--- src/rtl/stream_demux2.sv ---
// stream_demux2: 1-to-2 valid/ready demux routing each accepted word by in_sel into a per-branch FIFO.
module stream_demux2 #(
    parameter int WIDTH = 32,
    parameter int DEPTH = 2
) (
    input  logic                     clk,
    input  logic                     resetn,
    input  logic                     in_valid,
    output logic                     in_ready,
    input  logic                     in_sel,
    input  logic [WIDTH-1:0]         in_data,
    output logic                     a_valid,
    input  logic                     a_ready,
    output logic [WIDTH-1:0]         a_data,
    output logic                     b_valid,
    input  logic                     b_ready,
    output logic [WIDTH-1:0]         b_data,
    output logic [$clog2(DEPTH):0]   a_count,
    output logic [$clog2(DEPTH):0]   b_count
);
    localparam int AW = $clog2(DEPTH);
    localparam int CW = AW + 1;

    logic [1:0]       w_full;
    logic [1:0]       w_push;
    logic [1:0]       w_pop;
    logic [1:0]       w_take;
    logic [WIDTH-1:0] w_head [2];
    logic [CW-1:0]    w_cnt  [2];

    // in_ready depends only on in_sel and registered fullness, so a full branch never blocks the other
    assign in_ready = in_sel ? !w_full[1] : !w_full[0];
    assign w_push   = {in_valid && in_ready && in_sel, in_valid && in_ready && !in_sel};
    assign w_take   = {b_ready, a_ready};

    for (genvar g = 0; g < 2; g++) begin : g_br
        logic [WIDTH-1:0] r_mem [DEPTH];
        logic [AW-1:0]    r_rd;
        logic [AW-1:0]    r_wr;
        logic [CW-1:0]    r_cnt;

        assign w_full[g] = r_cnt == CW'(DEPTH);
        assign w_pop[g]  = (r_cnt != '0) && w_take[g];
        assign w_head[g] = r_mem[r_rd];
        assign w_cnt[g]  = r_cnt;

        always_ff @(posedge clk or negedge resetn) begin
            if (!resetn) begin
                r_rd  <= '0;
                r_wr  <= '0;
                r_cnt <= '0;
                for (int i = 0; i < DEPTH; i++) r_mem[i] <= '0;
            end else begin
                if (w_push[g]) begin
                    r_mem[r_wr] <= in_data;
                    r_wr        <= r_wr + AW'(1);
                end
                if (w_pop[g]) r_rd <= r_rd + AW'(1);
                r_cnt <= r_cnt + CW'(w_push[g]) - CW'(w_pop[g]);
            end
        end
    end

    assign a_valid = w_cnt[0] != '0;
    assign b_valid = w_cnt[1] != '0;
    assign a_data  = w_head[0];
    assign b_data  = w_head[1];
    assign a_count = w_cnt[0];
    assign b_count = w_cnt[1];
endmodule

--- config.mk ---
export PLATFORM = sky130hd
export DESIGN_NAME = stream_demux2
export DESIGN_NICKNAME = d
export VERILOG_FILES = /design/src/rtl/stream_demux2.sv
export SDC_FILE = /design/constraint.sdc
export NUM_CORES = 1
export LEC_CHECK = 0
export BUFFER_PORTS_ARGS = -buffer_cell sky130_fd_sc_hd__buf_2
export CAP_MARGIN = 0
export CORE_MARGIN = 2
export CORE_UTILIZATION = 55
export DETAILED_ROUTE_END_ITERATION = 8
export GPL_TIMING_DRIVEN = 0
export PLACE_DENSITY = 0.81
export SLEW_MARGIN = 20
export SYNTH_ARGS = -nofsm -noshare
export SYNTH_HDL_FRONTEND = slang
export SYNTH_SLANG_ARGS = --single-unit
--- constraint.sdc ---
create_clock -name clk -period 1.8 [get_ports clk]
set_input_delay 0 -clock clk [delete_from_list [all_inputs] [get_ports clk]]
set_output_delay 0 -clock clk [all_outputs]
set_load 0.02 [all_outputs]
==> reports/metrics.csv <==
stage,metric,value,unit
status,status,finished clean,
logic_synthesis,largest family of logic cells by synthesized area,multiplexers,
clock_network,clk slew on worst S/H paths,0.06,ns
detailed_routing,Via Count,3628,
logic_synthesis,adder-cell share of the synthesized area,0.008416,
logic_synthesis,Synth Area in Compound Gates,0.0008416,
clock_network,TritonCTS buffer count,17,
detailed_routing,max layer used,met4,
detailed_routing,WL met3,633,um
placement,PortBufs,108,
detailed_routing,vias per inst,5.258,
timing,period utilization,0.9749,
logic_synthesis,area share of xor/xnor cells in the synthesized design,0.01178,
die,overall die height,108.0,um
placement,detailed placement HPWL,8091,um
pwr,Pleak,0.003496,uW
timing,Worst Tran Pin Value,0.5012,ns
die,chip width,108.0,um
finish,filler instances,685,
clock_network,Post-CTS Repair Setup Buffers,0,
finish,fin util,0.7389,
finish,synthesis-to-layout area growth,29.41,%
timing,Rel. slew slack,0.6659,
grt,number of global-route vias before repair,3871,
logic_synthesis,"Cell Area, Synth",0.005947,mm^2
setup_path,CP arrival,1.75,ns
finish,Ant. Diodes,0,
logic_synthesis,Synthesized Nets,421,
finish,"most common cell after layout, fill and taps aside",mux2_2,
logic_synthesis,Syn Inst Count,379,
die,Ports,109,
grt,largest net degree at the start of global routing,71,
finish,share of layout cells above drive strength 1,0.6372,
logic_synthesis,Synth area leaders,"dfrtp_1 57%, mux2_2 35%, buf_6 1.1%, buf_2 1.1%, mux2_1 0.95%",
setup_path,crit start category,flip-flop,
logic_synthesis,Seq cells post-synth,136,
setup_path,WP data required,1.80,ns
setup_path,"slowest stage delay, CP",0.45,ns
finish,area of the multi-input gates,0.002411,mm^2
timing,Max Fclk,569.9,MHz
die,Std-Cell Rows,37,
finish,Final nets,584,
setup_path,Crit Path Max Fanout,10,
die,Core ar.,0.01042,mm^2
timing,WHS,0.02331,ns
die,die area,0.01166,mm^2
clock_network,CTS tree,done,
grt,total track usage,0.2188,
pwr,VDD IR max,1.140,mV
setup_path,"Critical Path, Cell by Cell",buf_4 -> mux2_2 -> buf_2,
finish,Register Area,0.003408,mm^2
logic_synthesis,post-synth top area share,0.5723,
setup_path,crit path capture type,output pin,
setup_path,CP max-delay cell,dfrtp_2,
grt,first-pass GRT wire length,19260,um
grt,initial antenna violation count,0,
hold_path,min-delay worst type,input pin to async pin,
logic_synthesis,Syn Area/Cell,15.69,um^2
logic_synthesis,Synth area leader,dfrtp_1,
finish,highest-count cells in the layout ignoring fill and taps,"187 x mux2_2, 132 x dfrtp_1, 114 x buf_2",
pwr,pwr/cell area,2079,mW/mm^2
detailed_routing,DRC viols,0,
logic_synthesis,Simple-Gate Fraction of Synth Area,0.01830,
detailed_routing,drt initial violations,91,
die,Initial Util,0.5709,
detailed_routing,WL met2,5957,um
detailed_routing,post-route ant nets,0,
logic_synthesis,Syn. warnings,0,
flow_run,max cap viols,0,
timing,final hold violations,0,
detailed_routing,Met1 Routed Length,5397,um
timing,RSZ-0062 raised after global routing,yes,
clock_network,CTS max path bufs,2,
timing,minimum clock period,1.755,ns
timing,final setup vio count,0,
clock_network,H-tree depth,4,
detailed_routing,Pre-antenna DRT Iters,4,
grt,grt total ovfl,0,
clock_network,Root Buffer,clkbuf_8,
timing,Final Max Tran Viols,0,
detailed_routing,per-cell routed wire length,17.68,um
detailed_routing,Total Wirelength,12200,um
logic_synthesis,Synth cell types,23,
setup_path,WS Path Type,flip-flop to output pin,
timing,Clock Skews,0.008753,ns
placement,GPL Wtd Cong,0.7109,
logic_synthesis,sequential fraction of the synthesis area,0.5723,
logic_synthesis,multiplexer share of the synthesized area,0.3636,
clock_network,Clock Sink Count,136,
clock_network,worst skew pair latency,0.51,ns
==> what timing repair did <==
item                                    4_1_cts  5_1_grt
endpoints found under the setup margin       58       35
hold endpoints to repair                    268        0
hold buffers                                 37        0
resized for setup                             7        4
cloned                                        0        0
==> per-stage QoR <==
stage                     cell area [um^2]  setup slack, ns  setup TNS [ns]  power, uW  cells
after floorplan                       5954          0.02187               0      10340    379
after global placement                6665           -1.197         -131.16      12110    623
after detailed placement              6703          0.03938               0      12410    624
after CTS                             7681          0.01155               0      16060    690
after global routing                  7696         -0.01188        -0.03614      16820    690
final                                 7696          0.04518               0      16000    690
==> report_power, final <==
part	internal (uW)	switching (uW)
sequential	4640	828
clock	2240	1260
combinational	3500	3530
==> cells by family after synthesis <==
| kind of cell | after synthesis |
|---|---|
| AOI/OAI and AO/OA | 1 |
| xor gates and xnor gates | 8 |
| adders and majority gates | 4 |
| buffers and inverters | 23 |
| DFF | 136 |
| muxes | 192 |
| and+or+nand+nor | 15 |
==> metal layers <==
metal / up-vias / GRT usage
met2: 90 / 0.3625
met1: 1830 / 0.2795
met5: - / 0
met4: 0 / 0.08059
met3: 18 / 0.05666
li1: 1690 / -
==> flip-flops by register name (all words and copies together), names as in the netlist <==
register    cells
g_br.r_mem    128
a_count         2
b_count         2
g_br.r_rd       2
g_br.r_wr       2
==> layout make-up <==
| class | count | share of cell area |
|---|---|---|
| Timing Repair Buffer | 146 | 0.1232 |
| Clock buffer | 19 | 0.05479 |
| Buffer | 19 | 0.01967 |
| Sequential cell | 136 | 0.4429 |
| Tap cell | 136 | 0.02211 |
| Inverter | 2 | 0.0009755 |
| Clock inverter | 12 | 0.02309 |
| Multi-Input combinational cell | 220 | 0.3133 |
==> final timing paths <==
path                              startpoint                end  slack, ns  cells after the start
setup / recovery                g_br[1].r_rd         b_data[18]       0.05                      3
hold / removal                        resetn   g_br[0].r_mem[8]       0.02                      2
setup reg to reg                  b_count[1]         b_count[1]       0.06                      7
hold reg to reg            g_br[0].r_mem[42]  g_br[0].r_mem[42]       0.48                      1
max in group asynchronous             resetn       g_br[0].r_rd       1.05                      3
min in group clk                 in_data[23]  g_br[1].r_mem[23]       0.29                      3
==> critical path: cells and delay by family (launching register included) <==
| kind | cells | cell delay [ns] |
|---|---|---|
| buffers and inverters | 2 | 0.42 |
| DFF | 1 | 0.45 |
| muxes | 1 | 0.37 |
==> synth_stat cells, drive strengths merged <==
master / number
mux2: 192
dfrtp: 136
buf: 19
xnor2: 6
ha: 4
and2: 2
clkbuf: 2
inv: 2
nand2b: 2
or2: 2
xor2: 2
a21oi: 1
and2b: 1
and4bb: 1
nand2: 1
nand3: 1
nand3b: 1
nand4: 1
nand4b: 1
nor2: 1
nor3: 1
Power figures use the tool's default switching activity.
